## src/rtl/pulse_width_meter.sv

```systemverilog
// rtl/pulse_width_meter.sv - multi-channel pulse width meter with round-robin result merge
module pulse_width_meter #(
    parameter int CH          = 4,
    parameter int SYNC_STAGES = 2,
    parameter int CNT_W       = 8,
    parameter int MIN_WIDTH   = 1,
    localparam int PW         = $clog2(CH)
) (
    input  logic             clk,
    input  logic             rst_n,
    input  logic [CH-1:0]    data_in,
    output logic             out_valid,
    input  logic             out_ready,
    output logic [PW-1:0]    out_ch,
    output logic [CNT_W-1:0] out_width,
    output logic             out_sat,
    output logic [CH-1:0]    ovf_flag,
    input  logic             ovf_clr
);

    localparam logic [CNT_W-1:0] CNT_MAX = {CNT_W{1'b1}};
    localparam logic [CNT_W-1:0] MIN_W   = CNT_W'(MIN_WIDTH);

    // Synchroniser chain: stage 0 samples the raw pins, the last stage is the usable level
    logic [SYNC_STAGES-1:0][CH-1:0] sync_q, sync_d;
    logic [CH-1:0]                  lvl_d1_q, lvl_d1_d;
    logic [CH-1:0]                  level, rise, fall;

    // Per-channel width counters and saturation marks
    logic [CH-1:0][CNT_W-1:0]       cnt_q, cnt_d;
    logic [CH-1:0]                  sat_q, sat_d;

    // Per-channel single-entry hold buffers between measurement and arbiter
    logic [CH-1:0][CNT_W-1:0]       hold_width_q, hold_width_d;
    logic [CH-1:0]                  hold_sat_q, hold_sat_d;
    logic [CH-1:0]                  hold_valid_q, hold_valid_d;
    logic [CH-1:0]                  ovf_q, ovf_d;

    // Arbiter pointer (last granted channel) and output register
    logic [PW-1:0]                  ptr_q, ptr_d;
    logic                           out_valid_q, out_valid_d;
    logic [PW-1:0]                  out_ch_q, out_ch_d;
    logic [CNT_W-1:0]               out_width_q, out_width_d;
    logic                           out_sat_q, out_sat_d;

    logic                           out_free;
    logic                           grant_any;
    logic [PW-1:0]                  grant_ch;
    logic [CH-1:0]                  grant;

    assign level = sync_q[SYNC_STAGES-1];
    assign rise  = level & ~lvl_d1_q;
    assign fall  = ~level & lvl_d1_q;

    // Shift every channel's synchroniser by one stage and remember the previous level
    always_comb begin
        sync_d[0] = data_in;
        for (int k = 1; k < SYNC_STAGES; k++) begin
            sync_d[k] = sync_q[k-1];
        end
        lvl_d1_d = level;
    end

    // Round-robin search for the first pending hold after the last granted channel
    always_comb begin
        int idx;
        idx       = 0;
        out_free  = ~out_valid_q | out_ready;
        grant_any = 1'b0;
        grant_ch  = '0;
        grant     = '0;
        if (out_free) begin
            for (int i = 1; i <= CH; i++) begin
                idx = (int'(ptr_q) + i) % CH;
                if (!grant_any && hold_valid_q[idx]) begin
                    grant_any = 1'b1;
                    grant_ch  = PW'(idx);
                end
            end
        end
        if (grant_any) begin
            grant[grant_ch] = 1'b1;
        end
    end

    // Count high time, then capture or drop the finished measurement at the falling edge
    always_comb begin
        cnt_d        = cnt_q;
        sat_d        = sat_q;
        hold_width_d = hold_width_q;
        hold_sat_d   = hold_sat_q;
        hold_valid_d = hold_valid_q;
        ovf_d        = ovf_clr ? '0 : ovf_q;
        for (int c = 0; c < CH; c++) begin
            if (rise[c]) begin
                cnt_d[c] = CNT_W'(1);
                sat_d[c] = 1'b0;
            end else if (level[c]) begin
                if (cnt_q[c] != CNT_MAX) begin
                    cnt_d[c] = cnt_q[c] + 1'b1;
                end else begin
                    sat_d[c] = 1'b1;
                end
            end

            // A grant empties the hold; a same-cycle capture refills it without loss
            if (grant[c]) begin
                hold_valid_d[c] = 1'b0;
            end
            if (fall[c] && (cnt_q[c] >= MIN_W)) begin
                if (!hold_valid_q[c] || grant[c]) begin
                    hold_width_d[c] = cnt_q[c];
                    hold_sat_d[c]   = sat_q[c];
                    hold_valid_d[c] = 1'b1;
                end else begin
                    // New overflow beats a simultaneous clear
                    ovf_d[c] = 1'b1;
                end
            end
        end
    end

    // Load the output register from the granted hold, or go idle when nothing is pending
    always_comb begin
        out_valid_d = out_valid_q;
        out_ch_d    = out_ch_q;
        out_width_d = out_width_q;
        out_sat_d   = out_sat_q;
        ptr_d       = ptr_q;
        if (out_free) begin
            out_valid_d = grant_any;
            if (grant_any) begin
                out_ch_d    = grant_ch;
                out_width_d = hold_width_q[grant_ch];
                out_sat_d   = hold_sat_q[grant_ch];
                ptr_d       = grant_ch;
            end
        end
    end

    // State registers; pointer resets to the last channel so channel 0 wins first
    always_ff @(posedge clk or negedge rst_n) begin
        if (!rst_n) begin
            sync_q       <= '0;
            lvl_d1_q     <= '0;
            cnt_q        <= '0;
            sat_q        <= '0;
            hold_width_q <= '0;
            hold_sat_q   <= '0;
            hold_valid_q <= '0;
            ovf_q        <= '0;
            ptr_q        <= PW'(CH - 1);
            out_valid_q  <= 1'b0;
            out_ch_q     <= '0;
            out_width_q  <= '0;
            out_sat_q    <= 1'b0;
        end else begin
            sync_q       <= sync_d;
            lvl_d1_q     <= lvl_d1_d;
            cnt_q        <= cnt_d;
            sat_q        <= sat_d;
            hold_width_q <= hold_width_d;
            hold_sat_q   <= hold_sat_d;
            hold_valid_q <= hold_valid_d;
            ovf_q        <= ovf_d;
            ptr_q        <= ptr_d;
            out_valid_q  <= out_valid_d;
            out_ch_q     <= out_ch_d;
            out_width_q  <= out_width_d;
            out_sat_q    <= out_sat_d;
        end
    end

    assign out_valid = out_valid_q;
    assign out_ch    = out_ch_q;
    assign out_width = out_width_q;
    assign out_sat   = out_sat_q;
    assign ovf_flag  = ovf_q;

endmodule

```

## config.mk

```make
export PLATFORM = sky130hd
export DESIGN_NAME = pulse_width_meter
export DESIGN_NICKNAME = d
export VERILOG_FILES = /design/src/rtl/pulse_width_meter.sv
export SDC_FILE = /design/constraint.sdc
export NUM_CORES = 1
export LEC_CHECK = 0
export ABC_CLOCK_PERIOD_IN_PS = 2610
export CORE_MARGIN = 10
export CORE_UTILIZATION = 55
export CTS_CLUSTER_DIAMETER = 200
export CTS_CLUSTER_SIZE = 14
export DETAILED_ROUTE_END_ITERATION = 10
export PLACE_DENSITY_LB_ADDON = 0.3
export SYNTH_ARGS = -nofsm -noshare
export SYNTH_HDL_FRONTEND = slang
export SYNTH_SLANG_ARGS = --single-unit
export TNS_END_PERCENT = 100
```

## constraint.sdc

```tcl
create_clock -name clk -period 2.61 [get_ports clk]
set_input_delay 0.522 -clock clk [delete_from_list [all_inputs] [get_ports clk]]
set_output_delay 0.522 -clock clk [all_outputs]
set_load 0.005 [all_outputs]
```

After elaboration in Yosys (flattened, before gate mapping)
Index checks and enable logic that the tools add are counted.
- $lt $le $gt $ge: 10
- mux-type cells: 77
- equal/unequal tests: 8
- bitwise gates (word level): 10
- add/subtract/negate cells: 8
- reductions and logical operators: 44
- operators with widths (operator ; number):
    8-bit 2-to-1 mux ; 13
    1-bit 2-to-1 mux ; 50
    8-bit by 1-bit adder with 8-bit output, second input constant ; 4
    8-bit by 1-bit greater-or-equal comparator with 1-bit output, second input constant ; 4
    8-bit != test, second input constant ; 4
    2-bit AND reduction ; 13
    8-bit binary-select mux with 2-bit select ; 1
    3-bit by 4-bit < comparator with 1-bit output, second input constant ; 4
    2-bit nonzero test ; 8
    1-bit binary-select mux with 2-bit select ; 5
    2-bit 2-to-1 mux ; 5
    4-bit bitwise AND ; 2
    1-bit logical AND ; 8
    4-bit 2-to-1 mux ; 2
    2-bit != test, second input constant ; 4
    4-bit NOT ; 2
    2-bit OR reduction ; 4
    1-bit logical NOT ; 7
    2-bit by 1-bit adder with 2-bit output, second input constant ; 2
    2-bit adder, second input constant ; 2
    1-bit bitwise AND, first input constant ; 4
    1-bit logical OR ; 4
    2-bit by 3-bit < comparator with 1-bit output, second input constant ; 1
    1-bit demux with 2-bit select ; 1
    other kinds (3) ; 3
- word-level logic and storage cells: 183
- input port bits: 8
- register bits: 106

Depth between registers and ports, before layout
- word-level depth: 28
- depth in mapped cells: 8
- mapped depth without buffers: 7

Worst setup path before layout
No wires, ideal clock.
- path type: register to register
- from: reg ptr_q[0]
- to: reg hold_sat_q[1]
- required time: 2.485 ns
- slack: 0.487 ns
- library setup time: 0.125 ns
- clock period less this slack: 2.123 ns
- arrival: 1.998 ns
- cell stages (with the launch flop): 6
- cell sequence: dfstp_2 -> and3b_1 -> o31ai_1 -> o211ai_1 -> a21oi_4 -> mux2_2
- longest elaborated chain between the ends: 25
- ends and longest elaborated chain (element ; line ; text):
    start: declaration ; 40 ; logic [PW-1:0] ptr_q, ptr_d;
    start signal: assignment ; 152 ; ptr_q <= PW'(CH - 1);
    start signal: assignment ; 166 ; ptr_q <= ptr_d;
    2-bit by 1-bit adder with 2-bit output ; 74 ; idx = (int'(ptr_q) + i) % CH;
    1-bit binary-select mux with 2-bit select ; 75 ; if (!grant_any && hold_valid_q[idx]) begin
    1-bit 2-to-1 mux (not written as such) (2 in a row) ; 75 ;
    1-bit 2-to-1 mux ; 75 ;
    1-bit 2-to-1 mux ; 72 ; if (out_free) begin
    1-bit logical NOT ; 75 ;
    1-bit logical AND ; 75 ;
    1-bit 2-to-1 mux ; 75 ;
    (+8 left out) ; - ;
    2-bit 2-to-1 mux ; 72 ;
    2-bit by 3-bit < comparator with 1-bit output (not written as such) / 2-bit by 1-bit greater-or-equal comparator with 1-bit output (equally long branches) ; 82 ; grant[grant_ch] = 1'b1;
    1-bit logical AND (not written as such) ; 82 ;
    1-bit 2-to-1 mux (not written as such) ; 82 ;
    1-bit demux with 2-bit select ; 82 ;
    4-bit 2-to-1 mux (*) ; 81 ; if (grant_any) begin
    1-bit logical OR (*) ; 111 ; if (!hold_valid_q[c] || grant[c]) begin
    2-bit AND reduction (no source line) (*) ; - ;
    end signal: assignment ; 163 ; hold_sat_q <= hold_sat_d;
    end: declaration ; 35 ; logic [CH-1:0] hold_sat_q, hold_sat_d;
Mark *: on every way between the ends. The rest lies on a longest branch, timed or not. The select of a mux whose other input is x is not followed.
A chain may end at the register's enable or synchronous reset.

Worst setup path in the final report
- from: reg ptr_q[1]
- to: reg hold_width_q[26] (netlist bit)
- longest elaborated chain between the ends: 25
- ends and longest elaborated chain (element ; line ; text):
    2-bit by 1-bit adder with 2-bit output ; 74 ;
    1-bit binary-select mux with 2-bit select ; 75 ;
    1-bit 2-to-1 mux (not written as such) (2 in a row) ; 75 ;
    1-bit 2-to-1 mux ; 75 ;
    1-bit 2-to-1 mux ; 72 ;
    1-bit logical NOT ; 75 ;
    1-bit logical AND ; 75 ;
    1-bit 2-to-1 mux ; 75 ;
    (+8 left out) ; - ;
    2-bit 2-to-1 mux ; 72 ;
    2-bit by 3-bit < comparator with 1-bit output (not written as such) / 2-bit by 1-bit greater-or-equal comparator with 1-bit output (equally long branches) ; 82 ;
    1-bit logical AND (not written as such) ; 82 ;
    1-bit 2-to-1 mux (not written as such) ; 82 ;
    1-bit demux with 2-bit select ; 82 ;
    4-bit 2-to-1 mux (*) ; 81 ;
    1-bit logical OR (*) ; 111 ;
    2-bit AND reduction (no source line) (*) ; - ;
    end signal: assignment ; 162 ; hold_width_q <= hold_width_d;
    end: declaration ; 34 ; logic [CH-1:0][CNT_W-1:0] hold_width_q, hold_width_d;
Marked as above.

==> results.txt <==
Hold Fails Final Rpt: 0
Seq/Total Area, Yosys: 0.545
Synthesized cell area: 0.00487 mm²
Leakage: 2.60 nW
Commonest non-fill, non-tap cell in the layout: dfrtp_1
Die area: 0.0130 mm²
Register bit total from synthesis: 106
Residual DRC: 0
First-pass iteration count of the detailed router: 4
Commonest non-fill, non-tap cells in the layout: dfrtp_1 (104), nand2_1 (31), nor2_1 (31), clkdlybuf4s50_1 (22), inv_1 (21)
Residual antenna-violating net count after detailed routing: 0
Chip Height: 114 µm
Initial Util: 0.561
Worst slew pin tran: 643 ps
TNS Setup: 0 ps
Number of global-route vias before repair: 3,312
First-pass GRT wire length: 16,600 µm
CP Launch Type: flip-flop
1st-iter DRT viols: 203
Outcome: completed
Die W: 114 µm
Slew margin rel.: 0.568
Clock transition at path regs: 110 ps
Syn Inst Count: 424
WP data arrival: 2570 ps
Achievable Freq: 433 MHz
Post-Synth Simple-Gate Area: 0.138
Synth Area in Adders: 0.0308
VDD IR max: 0.000367 V
Global-route usage over all layers: 0.155
Gr ovfl total: 0
# IOs: 24
Nets: 481
Post-Syn Area per Cell: 11.5 µm²
Final slew viol count: 0
Post-Synth XOR/XNOR Area: 0.0270
Post-route minimum period: 2310 ps
Hold buffers post-CTS: 0
Vias per cell: 5.73
Synth Warn #: 0
Final WL: 9750 µm
CTS Root Cell: clkbuf_8
Inserted Clock Buffers: 9
CP Class: flip-flop to flip-flop
Final Wtd Congestion: 0.844
Worst setup EP type: flip-flop
Max FO, Critical Path: 12
# fillers: 671
Largest net degree at the start of global routing: 84
Synth unique cells: 48
Row Count: 34
Period utilization: 0.884
Post_cts resized: 0
Area of the core: 0.00868 mm²
H-tree depth: 3
HPWL after detailed placement: 7080 µm
Initial antenna violation count: 0
CTS tree: yes
Max-cap viol count: 0
HP Class: primary input to asynchronous set/reset pin
Antenna cells: 0
Post-synth EDFFs: 0
Multiplexer area fraction after synthesis: 0.130
Port buffer count: 23
Setup repair bufs after CTS: 0
Clock Sink Count: 106
Worst setup skew after layout: 13.2 ps
Multi-input logic area: 0.00208 mm²
Post-Syn Nets: 444
Skew-Pair Late Insertion Delay: 370 ps
Via count: 3,289
Most used DFF post-synth: dfrtp_1
Routed length per instance: 17.0 µm
Final cell count without fillers: 574
Critical path required time: 2870 ps
Layout cell share with drive strength beyond 1: 0.159
Setup violators final: 0
Post-synth ARST share: 1.00
Longest Clk Path Bufs: 2
Compound-Gate Fraction of Synth Area: 0.0999
Largest family of logic cells by synthesized area: simple AND/OR/NAND/NOR gates
Power Density: 847 mW/mm²
RSZ-0062 raised after global routing: no
Sequential Area: 0.00266 mm²
Placed cells: 558
Area Growth Syn to Fin: 13.6%
-- through the flow --
| stage | hold WS (ps) | instance area (µm²) | utilization | total power [mW] | worst slack, ps |
|---|---|---|---|---|---|
| 3_5_place_dp | 336 | 5300 | 0.610 | 3.55 | 106 |
| 5_1_grt | 47.0 | 5530 | 0.638 | 4.93 | 203 |
| 3_3_place_gp | 332 | 5300 | 0.610 | 3.50 | 167 |
| 6_report | 29.7 | 5530 | 0.638 | 4.69 | 302 |
| 4_1_cts | 40.3 | 5530 | 0.638 | 4.71 | 321 |
| 2_1_floorplan | 226 | 4870 | - | 3.03 | 487 |
-- logic make-up (layout without fill, tap and decap cells) --
| family | count (synthesis) | in the layout |
|---|---|---|
| flops | 106 | 106 |
| simple gates | 134 | 134 |
| fa+ha+maj | 12 | 12 |
| buf+inv | 33 | 75 |
| compound gates | 72 | 72 |
| mux | 52 | 52 |
| xor+xnor | 15 | 15 |
-- state kept, by name (all words and copies together) (netlist names) --
name,count
out_ch,2
sync_d,4
out_sat,1
hold_sat_q,4
out_width,8
level,4
out_valid,1
ptr_q,2
cnt_q,32
hold_width_q,32
sat_q,4
lvl_d1_q,4
ovf_flag,4
hold_valid_q,4
-- worst max-delay path: stages, from the launching register on --
cell,delay [ps]
dfstp_2,610
and3b_1,210
o31a_1,220
buf_4,240
o211ai_1,190
a21oi_4,350
mux2_2,370
-- synth_stat cells (3+ instances only) --
library cell / n / share of area
nor4b_1: 4 / 0.0072
mux2_2: 18 / 0.042
and3_1: 5 / 0.0064
nand2b_1: 7 / 0.0090
a21o_1: 9 / 0.014
ha_1: 12 / 0.031
nand2_1: 31 / 0.024
nand3_1: 10 / 0.010
xor2_1: 6 / 0.011
dfrtp_1: 104 / 0.53
nor4_1: 6 / 0.0077
or3_1: 11 / 0.014
nor2b_1: 6 / 0.0077
nor2_1: 31 / 0.024
clkbuf_1: 6 / 0.0046
buf_2: 3 / 0.0031
xnor2_1: 9 / 0.016
inv_1: 21 / 0.016
mux2i_1: 16 / 0.033
o21ai_0: 12 / 0.012
a21oi_1: 17 / 0.017
nand4_1: 6 / 0.0077
mux2_4: 18 / 0.055
o21a_1: 3 / 0.0046
o22ai_1: 12 / 0.015
nor3_1: 11 / 0.011
-- metal layers --
metal	up-vias	track usage	part of all wire	wire length, µm
met5	-	0	0	0
met4	0	0.0476	0.012	113
met3	9	0.0372	0.046	445
met2	66	0.235	0.46	4460
met1	1638	0.215	0.49	4730
li1	1576	-	-	-
-- area by class of cell --
type,instances,share of cell area
clock buffer,9,0.0224
clock inverter,7,0.0203
inverter,21,0.0142
multi-input combinational,285,0.375
sequential,106,0.480
tap,108,0.0244
timing repair buffer,38,0.0638
-- power breakdown --
part	switching (mW)	internal [mW]
Clock	0.604	0.560
Combinational	0.654	0.699
Sequential	0.259	1.91
Total	1.52	3.17
-- worst paths after layout --
check	from	cells past startpoint	slack [ps]	endpoint
max in group asynchronous	rst_n	2	1810	ptr_q[1]
worst max-delay path	ptr_q[1]	6	300	hold_width_q[26]
min in group clk	sync_d[6]	0	360	level[2]
worst min register to register	sync_d[6]	0	360	level[2]
worst min-delay path	rst_n	1	30	hold_width_q[13]
worst max register to register	ptr_q[1]	6	300	hold_width_q[26]
Power figures use the tool's default switching activity.
